--- src/rtl/fb_arb_pkg.sv ---
`default_nettype none
// ============================================================================
// Module      : fb_arb_pkg
// Description : Shared constants and types for the framebuffer port-A arbiter
//               and its clear engine.
// Revision    : 1.0 - initial release
// ============================================================================
package fb_arb_pkg;

  localparam int FB_ADDR_WIDTH = 12;
  localparam int FB_DATA_WIDTH = 8;
  localparam int FB_DEPTH      = 4096;

  // Clear engine sequencing: idle, or filling the framebuffer.
  typedef enum logic [0:0] {
    CLR_IDLE  = 1'b0,
    CLR_CLEAR = 1'b1
  } clear_state_e;

  // One port-A transaction as seen by the arbiter.
  typedef struct packed {
    logic                     write;
    logic [FB_ADDR_WIDTH-1:0] address;
    logic [FB_DATA_WIDTH-1:0] data;
  } fb_txn_t;

endpackage
`default_nettype wire

--- src/rtl/fb_clear_engine.sv ---
`default_nettype none
// ============================================================================
// Module      : fb_clear_engine
// Description : Fills every framebuffer address with a latched byte, one
//               write per cycle. Appears to the arbiter as a requester that
//               always wins while it is busy. Only compiled when
//               FB_ARB_CLEAR_EN is defined.
// Revision    : 1.0 - initial release
// ============================================================================
`ifdef FB_ARB_CLEAR_EN
module fb_clear_engine
  import fb_arb_pkg::*;
(
  input  logic                     clk_i,
  input  logic                     rst_ni,
  input  logic                     start_i,
  input  logic [FB_DATA_WIDTH-1:0] value_i,
  output logic                     busy_o,
  output logic                     req_valid_o,
  output fb_txn_t                  req_o
);

  localparam logic [FB_ADDR_WIDTH-1:0] LAST_ADDR = FB_ADDR_WIDTH'(FB_DEPTH - 1);

  clear_state_e             state_q, state_d;
  logic [FB_ADDR_WIDTH-1:0] cnt_q, cnt_d;
  logic [FB_DATA_WIDTH-1:0] fill_q, fill_d;

  // Next-state: a start in IDLE latches the fill byte; CLEAR walks the whole
  // address space and leaves after issuing the last address (counter wraps
  // back to zero on that same step).
  always_comb begin
    state_d = state_q;
    cnt_d   = cnt_q;
    fill_d  = fill_q;
    case (state_q)
      CLR_IDLE: begin
        if (start_i) begin
          fill_d  = value_i;
          cnt_d   = '0;
          state_d = CLR_CLEAR;
        end
      end
      CLR_CLEAR: begin
        cnt_d = cnt_q + 1'b1;
        if (cnt_q == LAST_ADDR) begin
          state_d = CLR_IDLE;
        end
      end
      default: state_d = CLR_IDLE;
    endcase
  end

  // State, counter and fill-byte registers.
  always_ff @(posedge clk_i or negedge rst_ni) begin
    if (!rst_ni) begin
      state_q <= CLR_IDLE;
      cnt_q   <= '0;
      fill_q  <= '0;
    end else begin
      state_q <= state_d;
      cnt_q   <= cnt_d;
      fill_q  <= fill_d;
    end
  end

  assign busy_o      = (state_q == CLR_CLEAR);
  assign req_valid_o = busy_o;
  assign req_o       = '{write: 1'b1, address: cnt_q, data: fill_q};

endmodule
`endif
`default_nettype wire

--- src/rtl/fb_port_arbiter.sv ---
`default_nettype none
// ============================================================================
// Module      : fb_port_arbiter
// Description : Round-robin arbiter sharing framebuffer port A between two
//               requesters, one access per clock, with read data routed back
//               to its owner two cycles after acceptance. The built-in clear
//               engine is compiled in only when FB_ARB_CLEAR_EN is defined.
// Revision    : 1.0 - initial release
// ============================================================================
module fb_port_arbiter
  import fb_arb_pkg::*;
#(
  parameter int ADDR_WIDTH = FB_ADDR_WIDTH,
  parameter int DATA_WIDTH = FB_DATA_WIDTH
) (
  input  logic                  clk_in,
  input  logic                  reset,
  input  logic                  req0_valid,
  output logic                  req0_ready,
  input  logic                  req0_write,
  input  logic [ADDR_WIDTH-1:0] req0_address,
  input  logic [DATA_WIDTH-1:0] req0_data,
  input  logic                  req1_valid,
  output logic                  req1_ready,
  input  logic                  req1_write,
  input  logic [ADDR_WIDTH-1:0] req1_address,
  input  logic [DATA_WIDTH-1:0] req1_data,
  output logic                  rsp0_valid,
  output logic [DATA_WIDTH-1:0] rsp0_data,
  output logic                  rsp1_valid,
  output logic [DATA_WIDTH-1:0] rsp1_data,
  input  logic                  clear_start,
  input  logic [DATA_WIDTH-1:0] clear_value,
  output logic                  clear_busy,
  output logic [ADDR_WIDTH-1:0] ram_address,
  output logic [DATA_WIDTH-1:0] ram_data_out,
  output logic                  ram_write_enable,
  output logic                  ram_clk_enable,
  input  logic [DATA_WIDTH-1:0] ram_data_in
);

  logic    w_clr_valid;
  logic    w_clr_busy;
  fb_txn_t w_clr_txn;

`ifdef FB_ARB_CLEAR_EN
  fb_clear_engine u_clear (
    .clk_i       (clk_in),
    .rst_ni      (reset),
    .start_i     (clear_start),
    .value_i     (clear_value),
    .busy_o      (w_clr_busy),
    .req_valid_o (w_clr_valid),
    .req_o       (w_clr_txn)
  );
`else
  logic w_unused_clear;
  assign w_unused_clear = ^{clear_start, clear_value};
  assign w_clr_valid    = 1'b0;
  assign w_clr_busy     = 1'b0;
  assign w_clr_txn      = '0;
`endif

  // last_q = 1 means requester 1 was served most recently (reset favours 0).
  logic                  last_q, last_d;
  logic [ADDR_WIDTH-1:0] ram_addr_q, ram_addr_d;
  logic [DATA_WIDTH-1:0] ram_data_q, ram_data_d;
  logic                  ram_we_q, ram_we_d;
  logic                  ram_ce_q, ram_ce_d;
  // Owner tags for reads: stage 1 tracks the RAM access, stage 2 the data.
  logic                  tag1_vld_q, tag1_vld_d, tag1_own_q, tag1_own_d;
  logic                  tag2_vld_q, tag2_own_q;
  logic                  w_gnt0, w_gnt1;

  // Grant decision: clear engine pre-empts both requesters; on a tie the
  // requester not served last wins. Held low while reset is asserted.
  always_comb begin
    w_gnt0 = 1'b0;
    w_gnt1 = 1'b0;
    if (reset && !w_clr_busy) begin
      w_gnt0 = req0_valid && (!req1_valid || last_q);
      w_gnt1 = req1_valid && (!req0_valid || !last_q);
    end
  end

  assign req0_ready = w_gnt0;
  assign req1_ready = w_gnt1;

  // Stage-1 selection of the access presented to the RAM next cycle.
  always_comb begin
    last_d     = last_q;
    ram_addr_d = ram_addr_q;
    ram_data_d = ram_data_q;
    ram_we_d   = 1'b0;
    ram_ce_d   = 1'b0;
    tag1_vld_d = 1'b0;
    tag1_own_d = 1'b0;
    if (w_clr_valid) begin
      ram_ce_d   = 1'b1;
      ram_we_d   = w_clr_txn.write;
      ram_addr_d = w_clr_txn.address;
      ram_data_d = w_clr_txn.data;
    end else if (w_gnt0) begin
      ram_ce_d   = 1'b1;
      ram_we_d   = req0_write;
      ram_addr_d = req0_address;
      ram_data_d = req0_data;
      tag1_vld_d = !req0_write;
      last_d     = 1'b0;
    end else if (w_gnt1) begin
      ram_ce_d   = 1'b1;
      ram_we_d   = req1_write;
      ram_addr_d = req1_address;
      ram_data_d = req1_data;
      tag1_vld_d = !req1_write;
      tag1_own_d = 1'b1;
      last_d     = 1'b1;
    end
  end

  // Port-A registers, round-robin pointer and read-owner pipeline.
  always_ff @(posedge clk_in or negedge reset) begin
    if (!reset) begin
      last_q     <= 1'b1;
      ram_addr_q <= '0;
      ram_data_q <= '0;
      ram_we_q   <= 1'b0;
      ram_ce_q   <= 1'b0;
      tag1_vld_q <= 1'b0;
      tag1_own_q <= 1'b0;
      tag2_vld_q <= 1'b0;
      tag2_own_q <= 1'b0;
    end else begin
      last_q     <= last_d;
      ram_addr_q <= ram_addr_d;
      ram_data_q <= ram_data_d;
      ram_we_q   <= ram_we_d;
      ram_ce_q   <= ram_ce_d;
      tag1_vld_q <= tag1_vld_d;
      tag1_own_q <= tag1_own_d;
      tag2_vld_q <= tag1_vld_q;
      tag2_own_q <= tag1_own_q;
    end
  end

  assign ram_address      = ram_addr_q;
  assign ram_data_out     = ram_data_q;
  assign ram_write_enable = ram_we_q;
  assign ram_clk_enable   = ram_ce_q;

  assign rsp0_valid = tag2_vld_q && !tag2_own_q;
  assign rsp1_valid = tag2_vld_q && tag2_own_q;
  assign rsp0_data  = rsp0_valid ? ram_data_in : '0;
  assign rsp1_data  = rsp1_valid ? ram_data_in : '0;
  assign clear_busy = w_clr_busy;

endmodule
`default_nettype wire

--- config.mk ---
export PLATFORM = sky130hd
export DESIGN_NAME = fb_port_arbiter
export DESIGN_NICKNAME = d
export VERILOG_FILES = /design/src/rtl/fb_arb_pkg.sv /design/src/rtl/fb_clear_engine.sv /design/src/rtl/fb_port_arbiter.sv
export SDC_FILE = /design/constraint.sdc
export NUM_CORES = 1
export LEC_CHECK = 0
export CORE_MARGIN = 8
export CORE_UTILIZATION = 37
export DETAILED_ROUTE_END_ITERATION = 10
export MAX_ROUTING_LAYER = met4
export PLACE_DENSITY_LB_ADDON = 0.08
export SYNTH_ARGS = -nofsm -noshare
export SYNTH_HDL_FRONTEND = slang
export SYNTH_SLANG_ARGS = --single-unit
--- constraint.sdc ---
create_clock -name clk_in -period 3 [get_ports clk_in]
set_input_delay 0.6 -clock clk_in [delete_from_list [all_inputs] [get_ports clk_in]]
set_output_delay 0.6 -clock clk_in [all_outputs]
set_load 0.01 [all_outputs]
# [After elaboration in Yosys (flattened, before gate mapping)]
# Cells that the tools add are included.
[word_totals] regBits=27 inputBits=63 word_cells=39
[op_classes] n_mux=17 reduce_logical=13
[ops] operator="two-way mux 8 bit" n=4
[ops] operator="two-way mux 12 bit" n=2
[ops] operator="two-way mux 1 bit" n=11
[ops] operator="zero test 1 bit" n=6
[ops] operator="logical AND 1 bit" n=4
[ops] operator="logical OR 1 bit" n=2
[ops] operator="nonzero test 2 bit" n=1

# [Longest topological paths before layout]
# Gate-level depths: netlist (run 1).
[depth] word_depth=6 depth_mapped=4 mapped_depth_nobuf=4

# [Worst setup path before layout (run 1)]
# OpenSTA, ideal clock, no wires.
[synth_timing] kind="input port to output port" start="in req0_valid" end="out req1_ready" arrival_time_ns=0.920 path_slack_ns=1.480 path_stages=2 n_path_buf=0 path_cell_list="and2_4 -> nor2_1"
[synth_between] elab_chain_cells=4
[synth_rtl] item="from (decl)" line_no="fb_port_arbiter.sv:18" source="input logic req0_valid,"
[synth_rtl] item="zero test 1 bit" line_no="fb_port_arbiter.sv:82" source="w_gnt1 = req1_valid && (!req0_valid || !last_q);"
[synth_rtl] item="logical OR 1 bit" line_no="fb_port_arbiter.sv:82"
[synth_rtl] item="logical AND 1 bit" line_no="fb_port_arbiter.sv:82"
[synth_rtl] item="two-way mux 1 bit" line_no="fb_port_arbiter.sv:80" source="if (reset && !w_clr_busy) begin"
[synth_rtl] item="to (decl)" line_no="fb_port_arbiter.sv:24" source="output logic req1_ready,"
# Every way passes these cells.

# [Worst setup path in the final report (run 1)]
[layout_timing] start="in reset" end="out req0_ready"
[layout_between] elab_chain_cells=1
[layout_rtl] item="from (decl)" line_no="fb_port_arbiter.sv:17" source="input logic reset,"
[layout_rtl] item="two-way mux 1 bit" line_no="fb_port_arbiter.sv:80"
[layout_rtl] item="to (decl)" line_no="fb_port_arbiter.sv:19" source="output logic req0_ready,"
# Every way passes these cells.

==> results of run 1 <==
==> worst min path at each step <==
stage | endpoint
final | tag2_own_q
after detailed placement | tag2_own_q
after global routing | tag2_vld_q
after floorplan | ram_address[0]
after CTS | tag2_own_q
after global placement | tag2_own_q
==> power by group through the flow <==
stage	logic [mW]	clock network, mW	registers, mW
detailed placement	0.376	0	0.463
global placement	0.370	0	0.458
finish	0.372	0.206	0.455
floorplan	0.142	0	0.479
global route	0.401	0.227	0.462
CTS	0.378	0.211	0.455
==> layout make-up <==
class / count / area, um^2
fill: 344 / 1444
timing repair buffer: 99 / 980.9
multi-input combinational: 95 / 699.4
sequential: 27 / 676.9
tap: 50 / 62.56
clock buffer: 3 / 41.29
clock inverter: 1 / 5.005
inverter: 1 / 3.754
==> logic make-up after synthesis <==
kind of cell | count (synthesis) | share of synthesized area [%]
AND/OR/NAND/NOR | 68 | 23.24
buffers and inverters | 13 | 6.700
AO/OA/AOI/OAI | 26 | 23.92
other | 1 | 0.2542
flip-flops | 27 | 45.89
==> per-stage QoR <==
stage	power [mW]	instance area, um^2
floorplan	0.6209	1475
detailed placement	0.8389	2424
global placement	0.8278	2424
finish	1.033	2470
CTS	1.045	2470
global route	1.090	2470
==> flip-flops by register name (all words and copies together), names as in the netlist <==
register          count
tag2_vld_q            1
ram_data_out          8
ram_write_enable      1
last_q                1
tag1_vld_q            1
tag1_own_q            1
ram_address          12
tag2_own_q            1
ram_clk_enable        1
==> worst max-delay path, delay by kind of cell <==
family	cells	cell delay [ns]
AND/OR/NAND/NOR	2	0.32
buffers and inverters	3	1.22
==> metal layers <==
metal / part of all wire, % / vias to the layer above
met2: 49 / 60
met4: 0.57 / 0
met1: 42 / 688
met3: 8.4 / 2
met5: 0 / -
li1: - / 674
==> cells in the mapped netlist <==
cell      number
buf_4          4
and3_1         8
nand2_2        1
a22o_1         1
a31oi_1        2
o32ai_2       18
nor2b_1        1
buf_6          4
dfstp_2        1
inv_2          1
dfrtp_1       26
buf_2          4
o21ai_1        3
nor2b_2        1
nand3_1        2
nand2b_1       1
conb_1         1
and2_1        10
and2_4         1
o32ai_1        1
nor3_1        18
nand2_1        3
o21a_4         1
nor2_1        22
==> flow_summary.yaml, run 1 <==
logic_synthesis:
  syn-num-nets: 198
  synth_seq_cells: 27
  ys_types: 24
  ys_seq_area_share_pct: 45.89
  syn_area_um2: 1475
  syn_inst: 135
  synth_top_cells_by_area: "dfrtp_1 (44%), o32ai_2 (20%), nor3_1 (6.1%), nor2_1 (5.6%), and2_1 (4.2%)"
  yosysWarningCount: 0
  synth_top_area_cell: "dfrtp_1"
  avgSynthCellArea_um2: 10.93
  synth_top_area_share_pct: 44.11
timing:
  worstMarginPinSlew_ns: 0.7600
  setup_ws_ns: 0.2604
  min_period_ns: 2.740
  max_clock_freq_mhz: 365.0
  setup_violations: 0
  tns_ns: 0
  final_hold_viol_count: 0
  slew_headroom_pct: 49.21
  rsz0062_at_grt: "false"
  hold_ws_ns: 0.3536
  clock_skew_ns: 0.009071
  final_max_slew_viol_count: 0
  finalCritPeriodShare_pct: 91.32
worst_setup_path:
  rr_endpoint: "ram_data_out[4]"
  cp-start-kind: "input port"
  crit_path_top_delay_cell: "clkdlybuf4s50_1"
  cp_slowest_stage_delay_ns: 0.61
  cpMostUsedCell: "clkdlybuf4s50_1"
  cp_cell_sequence: "clkdlybuf4s50_1, and2_1, nand2_1, inv_2, clkdlybuf4s50_1"
  critPathRequiredTime_ns: 2.40
  arrival_ns: 2.14
  worstSetupEndpointType: "primary output"
  r2r_cells: 4
  path_max_fanout: 6
  r2r_start: "last_q"
  critical_path.endpoint: "req0_ready"
  path_class: "input port to primary output"
  cp-startpoint: "reset"
  r2r_slack_ns: 1.63
floorplan:
  pin_count: 106
  coreArea_um2: 3914
  rows: 23
  start_util_pct: 37.69
  die_y_um: 79.14
  die_area_um2: 6263
  fp.dieW_um: 79.14
routing:
  ant_nets: 0
  finalWirelength_um: 4906
  vias: 1424
  vias_per_cell: 5.159
  dr.pass1.iters: 4
  drcViolationCount: 0
  routedWlPerCell_um: 17.78
  drtIter0Drc: 35
power:
  clkPwrFrac_pct: 19.9
  pwr-share-comb_pct: 36.0
  swShare_pct: 29.80
  peakVddDrop_v: 0.0002315
  p_per_area_nw_per_um2: 418.3
  switchingPower_mw: 0.3078
  pwr-share-seq_pct: 44.1
  internal-power_mw: 0.7252
  p_leak_nw: 0.9541
placement:
  dp.cells: 272
  port_buffers: 95
  hpwlAfterDp_um: 3809
  gp_congestion: 0.7321
  place_ws_ns: 0.2654
global_route:
  track_usage_pct: 15.45
  gr-usage-met2_pct: 26.29
  antenna_found_initial: 0
  grt_pass1_vias: 1525
  grtUsageMet1_pct: 17.58
  grt_util_met3_pct: 4.402
  overflow: 0
  grt_most_used_layer: "met2"
  grt_max_degree: 27
  grt_pass1_wl_um: 7638
layout:
  n_antenna_cell: 0
  final_common_cell: "clkdlybuf4s50_1"
  final_util_pct: 63.11
  fin_cells: 276
  layout-drive-gt1-share_pct: 14.16
  fin_nets: 290
  syn_to_final_growth_pct: 67.43
  layout_common_cells: "clkdlybuf4s50_1 (95), dfrtp_1 (26), nor2_1 (22)"
clocking:
  cts-resized-gates: 0
  cts.clk_slew.worst_paths_ns: 0.09
  ctsRootBufferMaster: "clkbuf_8"
  cts_setup_buffers: 0
  cts_sinks: 27
  insertion_delay_ns: 0.27
  numCtsBuffers: 3
  h-tree-depth: 1
  holdBufCountCts: 0
  clock_path_buffers: 2
  tritoncts: "yes"
run_status:
  status: "completed"
hold_path:
  hold_start: "tag1_own_q"
  hold_class: "flip-flop to flip-flop"
  hold_depth: 0
run:
  cap_viol_max_count: 0
No activity file was read; power rests on OpenSTA's default activity.
==> run 2: changes to the inputs <==
--- a/config.mk
+++ b/config.mk
@@ -5,7 +5,7 @@
 export SDC_FILE = /design/constraint.sdc
 export NUM_CORES = 1
 export LEC_CHECK = 0
-export CORE_MARGIN = 8
+export CORE_MARGIN = 4
 export CORE_UTILIZATION = 37
 export DETAILED_ROUTE_END_ITERATION = 10
 export MAX_ROUTING_LAYER = met4
==> flow_summary.yaml, run 2 (same netlist as run 1, synthesis figures left out) <==
routing:
  vias_per_cell: 4.993
  drcViolationCount: 0
  finalWirelength_um: 4344
  ant_nets: 0
  drtIter0Drc: 75
  vias: 1373
  dr.pass1.iters: 4
  routedWlPerCell_um: 15.80
layout:
  largest_reg_flops: 12
  final_common_cell: "clkdlybuf4s50_1"
  nFillCells: 307
  fin_nets: 291
  regArea_um2: 676.9
  fin_cells: 275
  layout-drive-gt1-share_pct: 14.10
  n_antenna_cell: 0
  layout_common_cells: "clkdlybuf4s50_1 (95), dfrtp_1 (26), nor2_1 (22)"
  multi_input_area_um2: 699.4
  syn_to_final_growth_pct: 67.68
power:
  p_leak_nw: 0.9562
  peakVddDrop_v: 0.0002152
  finalPower_mw: 1.025
  p_per_area_nw_per_um2: 414.5
floorplan:
  coreArea_um2: 3744
  rows: 22
  fp.dieW_um: 71.14
  pin_count: 106
  die_area_um2: 5061
  die_y_um: 71.14
  start_util_pct: 39.41
clocking:
  clock_path_buffers: 2
  ctsRootBufferMaster: "clkbuf_8"
  cts.clk_slew.worst_paths_ns: 0.08
  cts-resized-gates: 0
  numCtsBuffers: 3
  tritoncts: "yes"
  insertion_delay_ns: 0.26
  h-tree-depth: 1
  cts_setup_buffers: 0
  holdBufCountCts: 0
  cts_sinks: 27
worst_setup_path:
  r2r_start: "last_q"
  arrival_ns: 2.06
  path_class: "input port to primary output"
  critPathRequiredTime_ns: 2.40
  rr_endpoint: "ram_address[6]"
  r2r_cells: 4
  cp-start-kind: "input port"
  path_max_fanout: 4
  worstSetupEndpointType: "primary output"
  r2r_slack_ns: 1.64
placement:
  hpwlAfterDp_um: 3297
  place_ws_ns: 0.3286
  port_buffers: 95
  gp_congestion: 0.7783
  dp.cells: 271
timing:
  slew_headroom_pct: 50.40
  tns_ns: 0
  setup_ws_ns: 0.3405
  min_period_ns: 2.659
  final_max_slew_viol_count: 0
  clock_skew_ns: 0.006097
  rsz0062_at_grt: "false"
  final_hold_viol_count: 0
  worstMarginPinSlew_ns: 0.7421
  finalCritPeriodShare_pct: 88.65
  setup_violations: 0
  max_clock_freq_mhz: 376.0
hold_path:
  hold_start: "tag1_own_q"
  hold_depth: 0
  hold_class: "flip-flop to flip-flop"
  whs_endpoint: "tag2_own_q"
global_route:
  grt_max_degree: 24
  grt_pass1_wl_um: 7217
  antenna_found_initial: 0
  track_usage_pct: 17.85
  grt_pass1_vias: 1482
  overflow: 0
run:
  cap_viol_max_count: 0
run_status:
  status: "completed"
-- run 2: cell types whose count changed in the layout (fill, tap and decap cells not counted), sizes merged --
cell,before,now
clkbuf,3,4
buf,4,5
clkinv,1,0
-- run 2: power by group --
group / total (mW) / switching [mW] / internal [mW]
Combinational: 0.369 / 0.152 / 0.216
Clock: 0.201 / 0.106 / 0.0949
Sequential: 0.455 / 0.0385 / 0.417
Total: 1.03 / 0.297 / 0.728
-- run 2: how the worst max path moves through the flow --
stage,start,to,slack (ns),cells past startpoint
after global routing,reset,req0_ready,0.25,5
final,reset,req0_ready,0.34,5
after CTS,reset,req0_ready,0.32,5
after detailed placement,reset,req0_ready,0.33,5
after floorplan,req0_valid,req1_ready,1.48,2
after global placement,reset,req0_ready,0.36,5
-- run 2: area by class of cell --
class / count / area share [%]
Sequential cell: 27 / 27.36
Inverter: 1 / 0.1517
Tap cell: 48 / 2.428
Clock buffer: 4 / 1.821
Multi-Input combinational cell: 95 / 28.28
Timing Repair Buffer: 100 / 39.96
-- run 2: routing by layer --
layer	GRT usage (%)	vias up	wire, um
met2	28.37	58	2061
met5	-	-	0
li1	-	672	-
met1	24.23	641	1975
met4	3.340	0	16
met3	2.841	2	291
-- run 2: worst max-delay path, cell delays in order --
cell             delay (ns)
clkdlybuf4s50_1        0.56
and2_1                 0.19
nand2_1                0.11
inv_2                  0.07
clkdlybuf4s50_1        0.54
-- run 2: per-stage QoR --
stage | instance area, um^2 | utilization (%) | hold WS [ns]
6_report | 2474 | 66.08 | 0.3536
5_1_grt | 2474 | 66.08 | 0.3810
4_1_cts | 2474 | 66.08 | 0.3549
3_5_place_dp | 2429 | 64.87 | 0.3347
3_3_place_gp | 2429 | 64.87 | 0.3334
2_1_floorplan | 1475 | - | 0.3044
